[src/rtl/paint_pkg.sv]
// Shared constants for the multi-channel run painter: default widths and
// the standard 4:4:4 colours used by callers and tests.
package paint_pkg;

    localparam int DEF_NCH  = 4;
    localparam int DEF_CW   = 12;
    localparam int DEF_LENW = 10;

    localparam logic [11:0] COL_BLACK = 12'h000;
    localparam logic [11:0] COL_GREEN = 12'h0F0;
    localparam logic [11:0] COL_RED   = 12'hF00;
    localparam logic [11:0] COL_BLUE  = 12'h00F;

endpackage

[src/rtl/paint_channel.sv]
// One print channel: a down-counter that turns a trigger into a run of
// 'len' busy cycles. IDLE is cnt==0, RUN is cnt!=0; busy exposes that state.
module paint_channel
    import paint_pkg::*;
#(
    parameter int LENW   = DEF_LENW,
    parameter int RETRIG = 1
) (
    input  logic            clk,
    input  logic            reset,
    input  logic            print,
    input  logic [LENW-1:0] len,
    output logic            busy
);

    logic [LENW-1:0] r_cnt;
    logic            w_accept;

    // With RETRIG a trigger always reloads; a reload with len==0 aborts the run.
    assign w_accept = print && ((r_cnt == '0) || (RETRIG != 0));

    always_ff @(posedge clk) begin
        if (!reset) begin
            r_cnt <= '0;
        end else if (w_accept) begin
            r_cnt <= len;
        end else if (r_cnt != '0) begin
            r_cnt <= r_cnt - 1'b1;
        end
    end

    assign busy = (r_cnt != '0);

endmodule

[src/rtl/paint_multi.sv]
// Multi-channel run painter: per-channel run counters, a lowest-index-wins
// priority select, and one output register stage feeding the pixel mux.
module paint_multi
    import paint_pkg::*;
#(
    parameter int NCH    = DEF_NCH,
    parameter int CW     = DEF_CW,
    parameter int LENW   = DEF_LENW,
    parameter int RETRIG = 1
) (
    input  logic                                 clk,
    input  logic                                 reset,
    input  logic [NCH-1:0]                       print,
    input  logic [LENW-1:0]                      len,
    input  logic [NCH*CW-1:0]                    colour_cfg,
    input  logic [CW-1:0]                        bg_colour,
    output logic [CW-1:0]                        colour,
    output logic                                 stat,
    output logic [((NCH > 1) ? $clog2(NCH) : 1)-1:0] chan,
    output logic [NCH-1:0]                       busy
);

    localparam int CHW = (NCH > 1) ? $clog2(NCH) : 1;

    logic [NCH-1:0] w_busy;
    logic [CHW-1:0] w_chan_next;
    logic [CW-1:0]  w_colour_next;
    logic [CW-1:0]  r_colour;
    logic           r_stat;
    logic [CHW-1:0] r_chan;

    for (genvar g = 0; g < NCH; g++) begin : g_chan
        paint_channel #(
            .LENW   (LENW),
            .RETRIG (RETRIG)
        ) u_chan (
            .clk   (clk),
            .reset (reset),
            .print (print[g]),
            .len   (len),
            .busy  (w_busy[g])
        );
    end

    // Scan from the top so the lowest busy index is the last (winning) write;
    // higher runs keep counting underneath and reappear when lower ones end.
    always_comb begin
        w_chan_next   = '0;
        w_colour_next = bg_colour;
        for (int i = NCH - 1; i >= 0; i--) begin
            if (w_busy[i]) begin
                w_chan_next   = CHW'(i);
                w_colour_next = colour_cfg[i*CW +: CW];
            end
        end
    end

    always_ff @(posedge clk) begin
        if (!reset) begin
            r_colour <= '0;
            r_stat   <= 1'b0;
            r_chan   <= '0;
        end else begin
            r_colour <= w_colour_next;
            r_stat   <= |w_busy;
            r_chan   <= w_chan_next;
        end
    end

    assign colour = r_colour;
    assign stat   = r_stat;
    assign chan   = r_chan;
    assign busy   = w_busy;

endmodule
[config.mk]
export PLATFORM = sky130hd
export DESIGN_NAME = paint_multi
export DESIGN_NICKNAME = d
export VERILOG_FILES = /design/src/rtl/paint_pkg.sv /design/src/rtl/paint_channel.sv /design/src/rtl/paint_multi.sv
export SDC_FILE = /design/constraint.sdc
export NUM_CORES = 1
export LEC_CHECK = 0
export BUFFER_PORTS_ARGS = -buffer_cell sky130_fd_sc_hd__buf_2
export CAP_MARGIN = 20
export CORE_ASPECT_RATIO = 0.7
export CORE_MARGIN = 5
export CORE_UTILIZATION = 56
export DETAILED_ROUTE_END_ITERATION = 12
export GPL_ROUTABILITY_DRIVEN = 0
export PLACE_DENSITY = 0.85
export SYNTH_ARGS = -nofsm -noshare
export SYNTH_HDL_FRONTEND = slang
export SYNTH_SLANG_ARGS = --single-unit
[constraint.sdc]
create_clock -name clk -period 4.25 [get_ports clk]
set_input_delay 0.2125 -clock clk [delete_from_list [all_inputs] [get_ports clk]]
set_output_delay 0.2125 -clock clk [all_outputs]
set_load 0.005 [all_outputs]
; ---- Word-level counts from Yosys, hierarchy flattened
; Index checks and enable logic that the tools add are counted.
[op_classes]
mul = 0
shifts = 0
n_reduce_logical = 11
bitwise_logic = 1
addsub = 4
magnitude_cmp = 0
n_eq_ne = 0
n_mux = 15
n_div = 0
[ops]
columns = operator, n
row1 = two-way mux 10 bit, 8
row2 = two-way mux 12 bit, 4
row3 = nonzero test 10 bit, 4
row4 = subtractor 10 x 1 -> 10 bit (second input constant), 4
row5 = nonzero test 2 bit, 4
row6 = two-way mux 2 bit, 2
row7 = OR reduction 4 bit, 1
row8 = OR reduction 3 bit, 1
row9 = OR reduction 2 bit, 1
row10 = two-way mux 1 bit, 1
row11 = NOT 1 bit, 1
[totals]
input_bits = 76
rom_bits = 0
output_inout_bits = 19
latch_bits = 0
elab_cells = 39
memories = 0
ram_bits = 0
regBits = 55

; ---- Logic depth before layout (Yosys ltp)
; Gate-level depths: netlist (run 1).
[depth]
depth_word = 5
ltp_mapped = 8
mapped_depth_nobuf = 7

; ---- By module
; Synthesis (run 1) repeated with hierarchy kept, for this count alone.
[unflattened]
hier_cells = 375
hier_area_um2 = 3283.1
[modules_own_cells]
columns = mod, area_each_um2, instances, cells_each, seq_area_each_um2
row1 = paint_channel, 575.6, 4, 67, 200.2
row2 = paint_multi, 980.9, 1, 107, 300.3

; ---- Worst setup path after synthesis (run 1)
; Ideal clock, no wire load.
[synth_path]
path_type = flip-flop to flip-flop
startpoint = reg g_chan[1].u_chan.r_cnt[0]
endpoint = reg g_chan[1].u_chan.r_cnt[7]
synth_period_minus_slack_ns = 1.996
stages_incl_launch_ff = 9
setup_ns = 0.124
path_buffers = 1
t_required_ns = 4.126
path_slack_ns = 2.254
arrival_ns = 1.872
path_cell_list = dfxtp_1 inv_1 ha_1 or4b_1 nor3_2 inv_2 clkbuf_1 a211oi_1 nor3_1
[synth_between]
elab_chain_cells = 3
word_cells_on_any_way = 5
classes_between = add/sub (1) / mux (2) / reduce/logical (2)
[synth_rtl]
columns = item, line
row1 = from (decl), paint_channel.sv:16  ; logic [LENW-1:0] r_cnt;
row2 = from (signal assigned), paint_channel.sv:26  ; r_cnt <= len;
row3 = from (signal assigned), paint_channel.sv:28  ; r_cnt <= r_cnt - 1'b1;
row4 = subtractor 10 x 1 -> 10 bit, paint_channel.sv:28
row5 = two-way mux 10 bit, paint_channel.sv:27  ; end else if (r_cnt != '0) begin
row6 = two-way mux 10 bit, paint_channel.sv:25  ; end else if (w_accept) begin
; Parallel ways exist; a longest one is shown, timed or not. The select of a mux whose other input is x is not followed.
; A chain may end at the register's enable or synchronous reset.

; ---- Final worst setup path (run 1)
[layout_path]
startpoint = reg g_chan[1].u_chan.r_cnt[0]
endpoint = out busy[1]
[layout_between]
elab_chain_cells = 1
[layout_rtl]
columns = item, line
row1 = nonzero test 10 bit, paint_channel.sv:32  ; assign busy = (r_cnt != '0);
row2 = to (decl), paint_multi.sv:20  ; output logic [NCH-1:0] busy
; No other way between the ends.

==> flow_summary.json, run 1 <==
{
  "status": "finished, final reports clean",
  "tightest_slew_ns": 1.09,
  "rsz0062_at_grt": "false",
  "r2r-start": "g_chan[1].u_chan.r_cnt[0]$_SDFFE_PN0P_",
  "top_layer_used": "met4",
  "syn-num-nets": 487,
  "cp_top_family": "simple AND/OR/NAND/NOR gates",
  "post_drt_wl_per_cell_um": 20.6,
  "critPathLaunchType": "flip-flop",
  "min_to": "colour[2]$_SDFF_PN0_",
  "slowest_stage": "or4b_1",
  "die_w_um": 102,
  "core_mm2": 0.00573,
  "dpl-instance-area_mm2": 0.00373,
  "hold_path_class": "in -> reg",
  "syn_area_mm2": 0.00332,
  "hold_viol_final": 0,
  "p_int_uw": 855,
  "hold_ws_ns": 0.162,
  "htreeDepth": 2,
  "netlist.area_leader.share": 0.332,
  "switchingPower_uw": 508,
  "firstDrtPassIters": 5,
  "drc": 0,
  "pin_count": 95,
  "r2r_slack_ns": 1.67,
  "crit_path_end_kind": "output pin",
  "cp_num_buf_inv": 3,
  "stdcell_area_mm2": 0.00383,
  "place_hpwl_mm": 8.09,
  "r2r_cells": 6,
  "wirelength_met1_mm": 4.60,
  "worstPathRequired_ns": 4.04,
  "arrival_ns": 2.50,
  "peakVddDrop_v": 0.000221,
  "syn2layout_area_growth_pct": 15.4,
  "fin_crit_sh": 0.637,
  "start_util": 0.580,
  "timing.rr.end": "chan[1]$_SDFF_PP0_",
  "diodes": 0,
  "grt_max_degree": 40,
  "clkLatencyLatePin_ns": 0.32,
  "slew_violations": 0,
  "p_seq_frac": 0.453,
  "synthArstFlopShare": 0,
  "via_per_inst": 6.69,
  "dr_wl_met3_mm": 1.43,
  "hp-start": "colour_cfg[2]",
  "clock.fmax_ghz": 0.369,
  "fp.dieH_um": 74.4,
  "yosys_warnings": 0,
  "grt_usage": 0.294,
  "cts_setup_buffers": 0,
  "vias": 3685,
  "port_buffers": 94,
  "setup_violations": 0,
  "hold_depth": 3,
  "synthCells": 407,
  "path_max_fanout": 34,
  "clockRootBuffer": "clkbuf_8",
  "ctsHoldBuffers": 0,
  "drtIter0Drc": 484,
  "synth_seq_cells": 55,
  "syn_area_per_cell_um2": 8.16,
  "path_cells": "inv_1 > ha_1 > or4b_1 > nor3_2 > inv_2 > buf_2",
  "maxCapViolCount": 0,
  "final_nets": 555,
  "row_count": 23,
  "finalSetupTns_ns": 0,
  "overflow": 0,
  "cpPeakStageDelay_ns": 0.51,
  "clk_pin_slew_ns": 0.11,
  "synth_edf_count": 0,
  "ant_nets": 0,
  "route.met2.wl_mm": 5.02,
  "p_leak_nw": 1.54,
  "crit_type": "reg -> out",
  "most-common-layout-cells": "buf_2 (94), dfxtp_1 (55), a21oi_1 (46), o21ai_0 (31), o31ai_1 (21)",
  "power_density_mw_per_mm2": 356,
  "clockBufferDepth": 2,
  "yosysSeqAreaShare": 0.332,
  "cts_tree": "done",
  "synth_top_area_cell": "dfxtp_1",
  "p_comb_frac": 0.324,
  "grt_antenna_before_repair": 0,
  "switching_share": 0.373,
  "cts.repair.resized": 0,
  "cts_num_sinks": 55,
  "netlist-cell-type-count": 60,
  "fp.dieArea_mm2": 0.00759,
  "totalWireLength_mm": 11.3,
  "clock_skew_ns": 0.00953,
  "layout_commonest_cell": "buf_2",
  "ys_dominant_reg_cell": "dfxtp_1",
  "first_global_vias": 3442,
  "relSlewSlack": 0.272,
  "p_clk_frac": 0.223,
  "cts_made_buffers": 5,
  "drive_gt1_frac": 0.258,
  "synthTopCellsByArea": "dfxtp_1 (33%), a21oi_1 (6.9%), o31ai_1 (4.7%)",
  "grt_pass1_wl_mm": 17.3,
  "min_period_ns": 2.71
}
[synthesized netlist by cell type (5+ instances only)]
master / instances
a211oi_1: 8
a21oi_1: 46
a311o_1: 12
a31oi_1: 16
buf_2: 5
buf_4: 5
clkbuf_1: 24
dfxtp_1: 55
inv_1: 17
mux2i_1: 6
nand2_1: 15
nand3_1: 8
nand4_1: 13
nor2_1: 18
nor3_1: 9
nor4_1: 7
o211ai_1: 7
o21ai_0: 31
o31ai_1: 21
or4_1: 6
xnor2_1: 10
[cell type report]
cell class,instances,area (µm²)
clock buffer,5,68.8
fill,485,1900
sequential,55,1100
inverter,21,78.8
timing repair buffer,98,504
clock inverter,3,18.8
multi-input combinational,294,1970
tap,75,93.8
[flip-flops by register name (all words and copies together), names as in the netlist]
register,cells
g_chan.u_chan.r_cnt,40
colour,12
chan,2
stat,1
[power by group through the flow]
| stage | clock [mW] | sequential, mW | combinational (mW) |
|---|---|---|---|
| 2_1_floorplan | 0 | 0.614 | 0.310 |
| 3_3_place_gp | 0 | 0.623 | 0.408 |
| 3_5_place_dp | 0 | 0.626 | 0.423 |
| 4_1_cts | 0.303 | 0.615 | 0.426 |
| 5_1_grt | 0.327 | 0.624 | 0.479 |
| 6_report | 0.303 | 0.617 | 0.442 |
[metrics by stage]
stage / utilization / power (mW) / cells / setup slack, ns
2_1_floorplan: - / 0.924 / 407 / 2.25
4_1_cts: 0.667 / 1.34 / 550 / 1.63
6_report: 0.669 / 1.36 / 551 / 1.54
3_5_place_dp: 0.652 / 1.05 / 542 / 1.86
3_3_place_gp: 0.652 / 1.03 / 542 / 1.91
5_1_grt: 0.669 / 1.43 / 551 / 1.49
[tightest hold or removal path, cell delays in order]
cell,delay [ns]
buf_2,0.07
o21ai_0,0.07
a21oi_1,0.10
[per-layer routing]
metal / GRT usage / vias up
li1: - / 1686
met1: 0.427 / 1740
met2: 0.427 / 228
met3: 0.0637 / 31
met4: 0.108 / 0
met5: 0 / -
[worst max path at each step]
stage	from	slack, ns	to	depth (start not counted)
final	g_chan[1].u_chan.r_cnt[0]$_SDFFE_PN0P_	1.54	busy[1]	6
after global routing	g_chan[2].u_chan.r_cnt[0]$_SDFFE_PN0P_	1.49	busy[2]	6
after CTS	g_chan[1].u_chan.r_cnt[0]$_SDFFE_PN0P_	1.63	busy[1]	6
after detailed placement	g_chan[1].u_chan.r_cnt[0]$_SDFFE_PN0P_	1.86	colour[2]$_SDFF_PN0_	7
after global placement	g_chan[1].u_chan.r_cnt[0]$_SDFFE_PN0P_	1.91	chan[1]$_SDFF_PP0_	6
after floorplan	g_chan[1].u_chan.r_cnt[0]$_SDFFE_PN0P_	2.25	g_chan[1].u_chan.r_cnt[7]$_SDFFE_PN0P_	8
[logic make-up (layout without fill, tap and decap cells)]
kind of cell	count (synthesis)	count (layout)	share of synthesized area
AO/OA/AOI/OAI	165	165	0.328
buffers and inverters	58	127	0.0776
AND/OR/NAND/NOR	105	105	0.192
multiplexers	7	7	0.0215
XOR/XNOR	13	13	0.0343
adder cells (fa/ha/maj)	4	4	0.0151
flip-flops	55	55	0.332
Note: power is estimated with default switching activity, not from simulation.
==> run 2, diff against run 1 <==
CORE_UTILIZATION = 52   (was 56)
PLACE_DENSITY = 0.8   (was 0.85)
clock period = 2.7 ns   (was 4.25 ns; I/O delays follow)
==> run 2 against run 1 <==
Critical endpoint unchanged. Largest cell class unchanged. Combinational power rose by 57%. Die area increased by 6.8%. Final cell count rose by 1.6%.
==> flow_summary.json, run 2 (synthesized netlist as in run 1, its figures left out) <==
{
  "status": "finished, final reports clean",
  "overflow": 0,
  "switchingPower_uw": 804,
  "critPathLaunchType": "flip-flop",
  "largest_reg_flops": 40,
  "clockRootBuffer": "clkbuf_8",
  "arrival_ns": 2.37,
  "fp.dieH_um": 76.8,
  "drtIter0Drc": 286,
  "fp.dieArea_mm2": 0.00811,
  "cts_setup_buffers": 0,
  "slowest_stage": "or4b_1",
  "drive_gt1_frac": 0.268,
  "diodes": 0,
  "clock.fmax_ghz": 0.398,
  "place_hpwl_mm": 7.96,
  "p_clk_frac": 0.234,
  "min_period_ns": 2.51,
  "fin_crit_sh": 0.929,
  "die_w_um": 105,
  "clock_skew_ns": 0.0126,
  "final_nets": 561,
  "port_buffers": 94,
  "firstDrtPassIters": 5,
  "cpPeakStageDelay_ns": 0.49,
  "totalWireLength_mm": 10.9,
  "p_seq_frac": 0.447,
  "crit_type": "reg -> out",
  "peakVddDrop_v": 0.000287,
  "worstPathRequired_ns": 2.57,
  "path_cells": "inv_1 > ha_1 > or4b_1 > nor3_2 > inv_2 > buf_2",
  "rsz0062_at_grt": "false",
  "finalSetupTns_ns": 0,
  "clkLatencyLatePin_ns": 0.33,
  "via_per_inst": 6.47,
  "cts.repair.resized": 0,
  "grt_antenna_before_repair": 0,
  "cts_made_buffers": 5,
  "layout_commonest_cell": "buf_2",
  "switching_share": 0.371,
  "drc": 0,
  "grt_max_degree": 35,
  "post_drt_wl_per_cell_um": 19.4,
  "first_global_vias": 3543,
  "syn2layout_area_growth_pct": 17.1,
  "hold_path_class": "in -> reg",
  "cts_num_sinks": 55,
  "grt_pass1_wl_mm": 17.2,
  "fin_cells": 560,
  "power_density_mw_per_mm2": 558,
  "htreeDepth": 2,
  "p_leak_nw": 1.57,
  "relSlewSlack": 0.498,
  "p_int_mw": 1.36,
  "crit_path_end_kind": "output pin",
  "clk_pin_slew_ns": 0.12,
  "vias": 3624,
  "slew_violations": 0,
  "clockBufferDepth": 2,
  "tightest_slew_ns": 0.753,
  "core_mm2": 0.00622,
  "ant_nets": 0,
  "place_inst": 552,
  "maxCapViolCount": 0,
  "grt_usage": 0.259,
  "cts_tree": "done",
  "regMostFlops": "g_chan.u_chan.r_cnt",
  "row_count": 24,
  "hold_viol_final": 0,
  "most-common-layout-cells": "buf_2 (94), dfxtp_1 (55), a21oi_1 (46), o21ai_0 (31), o31ai_1 (21)",
  "pin_count": 95,
  "p_comb_frac": 0.320,
  "path_max_fanout": 34,
  "ctsHoldBuffers": 0,
  "start_util": 0.534,
  "setup_violations": 0
}
run 2: cell count changes in the layout (fill, tap and decap cells not counted), sizes merged:
| cell | delta |
|---|---|
| buf | +6 |
run 2: area by class of cell:
class	count	area (µm²)
fillers	556	2330
multi-input cells	294	1970
flip-flops and latches	55	1100
repair buffers	104	546
well taps	78	97.6
inverters	21	78.8
clock buffers	5	68.8
clock inverters	3	28.8
run 2: final timing paths:
check,startpoint,endpoint,slack (ns),depth (start not counted)
max,g_chan[1].u_chan.r_cnt[0]$_SDFFE_PN0P_,busy[1],0.19,6
max reg2reg,g_chan[1].u_chan.r_cnt[0]$_SDFFE_PN0P_,g_chan[1].u_chan.r_cnt[1]$_SDFFE_PN0P_,0.25,7
min,print[3],g_chan[3].u_chan.r_cnt[1]$_SDFFE_PN0P_,0.08,3
min reg2reg,g_chan[0].u_chan.r_cnt[8]$_SDFFE_PN0P_,g_chan[0].u_chan.r_cnt[8]$_SDFFE_PN0P_,0.53,2
run 2: critical path, delay by kind of cell, from the launching register on:
kind,cells,cell delay (ns)
flip-flops,1,0.35
adder cells (fa/ha/maj),1,0.22
buffers and inverters,3,0.66
AND/OR/NAND/NOR,2,0.82
run 2: power groups by stage:
stage               registers (mW)  logic (mW)  clock network, mW
floorplan                    0.967       0.488                  0
global placement             0.980       0.661                  0
detailed placement           0.983       0.679                  0
CTS                          0.966       0.683              0.506
global route                 0.980       0.763              0.533
finish                       0.969       0.693              0.507
run 2: layer usage:
| layer | share of wire | track usage |
|---|---|---|
| met5 | 0 | 0 |
| met4 | 0.023 | 0.0828 |
| met3 | 0.099 | 0.0570 |
| met2 | 0.46 | 0.408 |
| met1 | 0.42 | 0.353 |
run 2: stage by stage:
step	area [µm²]	hold slack (ns)	util	power [mW]	worst slack, ns
final	3890	0.0796	0.625	2.17	0.191
after global routing	3890	0.0927	0.625	2.28	0.0867
after CTS	3890	0.0757	0.625	2.15	0.220
after detailed placement	3790	0.421	0.610	1.66	0.345
after global placement	3790	0.418	0.610	1.64	0.509
after floorplan	3320	0.265	-	1.45	0.704
==> run 3, diff against run 2 <==
SETUP_SLACK_MARGIN = 0.4   (was not set)
==> run 3 against run 2 <==
Clock power shrank 0.8%. Via count grew 1.8%. Setup slack gained 0.27 ns. Routed wire length grew 2.3%. Global-route usage grew 0.16 points. Die area is the same. Sequential power is essentially flat. Non-clock buffer count grew 2. Critical path type unchanged. Critical endpoint unchanged. Highest routed layer unchanged.
==> flow_summary.json, run 3 (synthesized netlist as in run 1, its figures left out) <==
{
  "status": "finished, final reports clean",
  "rsz0062_at_grt": "false",
  "critPathLaunchType": "flip-flop",
  "cp_top_family": "simple AND/OR/NAND/NOR gates",
  "min_period_ns": 2.24,
  "grt_max_degree": 35,
  "p_leak_nw": 1.60,
  "drive_gt1_frac": 0.278,
  "crit_path_end_kind": "output pin",
  "ant_nets": 0,
  "port_buffers": 94,
  "drtIter0Drc": 308,
  "cts_made_buffers": 5,
  "fp.dieArea_mm2": 0.00811,
  "cts_tree": "done",
  "largest_reg_flops": 40,
  "row_count": 24,
  "cp_num_buf_inv": 3,
  "drc": 0,
  "core_mm2": 0.00622,
  "arrival_ns": 2.11,
  "fin_cells": 563,
  "cpPeakStageDelay_ns": 0.49,
  "overflow": 0,
  "path_max_fanout": 17,
  "maxCapViolCount": 0,
  "fin_crit_sh": 0.831,
  "diodes": 0,
  "post_drt_wl_per_cell_um": 19.7,
  "clockBufferDepth": 2,
  "die_w_um": 105,
  "slew_violations": 0,
  "hold_viol_final": 0,
  "clockRootBuffer": "clkbuf_8",
  "crit_cells": 6,
  "via_per_inst": 6.55,
  "grt_usage": 0.260,
  "place_hpwl_mm": 7.96,
  "finalSetupTns_ns": 0,
  "clock.fmax_ghz": 0.446,
  "totalWireLength_mm": 11.1,
  "slowest_stage": "or4b_4",
  "vias": 3690,
  "fp.dieH_um": 76.8,
  "most-common-layout-cells": "buf_2 (94), dfxtp_1 (55), a21oi_1 (46), o21ai_0 (31), o31ai_1 (21)",
  "r2r_cells": 7,
  "firstDrtPassIters": 5,
  "peakVddDrop_v": 0.000293,
  "relSlewSlack": 0.585,
  "place_inst": 552,
  "clock_skew_ns": 0.0110,
  "final_nets": 564,
  "pin_count": 95,
  "grt_pass1_wl_mm": 17.4,
  "first_global_vias": 3563,
  "crit_type": "reg -> out",
  "worstPathRequired_ns": 2.57,
  "htreeDepth": 2,
  "grt_antenna_before_repair": 0,
  "power_density_mw_per_mm2": 556,
  "path_cells": "inv_1 > ha_2 > or4b_4 > nor3_4 > bufinv_16 > buf_2",
  "tightest_slew_ns": 0.621,
  "clk_pin_slew_ns": 0.12,
  "setup_violations": 0,
  "nFillCells": 545,
  "start_util": 0.534,
  "regMostFlops": "g_chan.u_chan.r_cnt",
  "clkLatencyLatePin_ns": 0.32,
  "hold_path_class": "in -> reg",
  "ctsHoldBuffers": 0,
  "layout_commonest_cell": "buf_2",
  "hold_depth": 3,
  "syn2layout_area_growth_pct": 19.1,
  "cts_num_sinks": 55
}
run 3: cell types whose count changed in the layout (fill, tap and decap cells not counted), sizes merged:
cell / before / now
bufinv: 0 / 1
buf: 104 / 106
run 3: final cells by class:
type	instances	area [µm²]	area share
Timing Repair Buffer	106	561	0.142
Tap cell	78	97.6	0.0247
Clock buffer	5	68.8	0.0174
Sequential cell	55	1100	0.278
Clock inverter	3	28.8	0.00728
Inverter	21	105	0.0266
Timing Repair inverter	1	8.76	0.00221
Multi-Input combinational cell	294	1980	0.502
run 3: worst paths after layout:
kind                                       endpoint  slack, ns                                    from
max                                         busy[1]       0.46  g_chan[1].u_chan.r_cnt[0]$_SDFFE_PN0P_
min          g_chan[3].u_chan.r_cnt[1]$_SDFFE_PN0P_       0.08                                print[3]
max reg2reg  g_chan[1].u_chan.r_cnt[1]$_SDFFE_PN0P_       0.53  g_chan[1].u_chan.r_cnt[0]$_SDFFE_PN0P_
min reg2reg  g_chan[0].u_chan.r_cnt[8]$_SDFFE_PN0P_       0.53  g_chan[0].u_chan.r_cnt[8]$_SDFFE_PN0P_
run 3: per-layer routing:
layer	GRT usage	part of all wire	wire (µm)	vias up
met5	0	0	0	-
met2	0.410	0.46	5150	204
met1	0.355	0.40	4460	1747
met4	0.0867	0.022	248	0
met3	0.0554	0.11	1250	32
li1	-	-	-	1707
run 3: power breakdown:
group / switching (mW) / total (mW) / internal [mW] / leakage [nW]
Clock: 0.309 / 0.503 / 0.193 / 0.0502
Sequential: 0.0814 / 0.971 / 0.889 / 0.458
Combinational: 0.421 / 0.724 / 0.302 / 1.10
run 3: worst reg2reg max path: stages, from the launching register on:
cell       delay, ns
dfxtp_1         0.35
inv_1           0.09
ha_2            0.22
or4b_4          0.49
nor3_4          0.26
bufinv_16       0.24
and2_0          0.16
o31ai_1         0.26
run 3: through the flow:
step / setup WS [ns] / utilization / hold slack (ns) / instance area [µm²] / total power [mW]
after detailed placement: 0.345 / 0.610 / 0.421 / 3790 / 1.66
after floorplan: 0.704 / - / 0.265 / 3320 / 1.45
final: 0.456 / 0.636 / 0.0791 / 3960 / 2.20
after global placement: 0.509 / 0.610 / 0.418 / 3790 / 1.64
after CTS: 0.421 / 0.627 / 0.0757 / 3900 / 2.16
after global routing: 0.386 / 0.636 / 0.0927 / 3960 / 2.31
run 3: timing repair:
action,in CTS,in global routing
cloned,0,1
resized for setup,3,6
pin swaps,1,1
endpoints found under the setup margin,15,3
buffers inserted,0,2
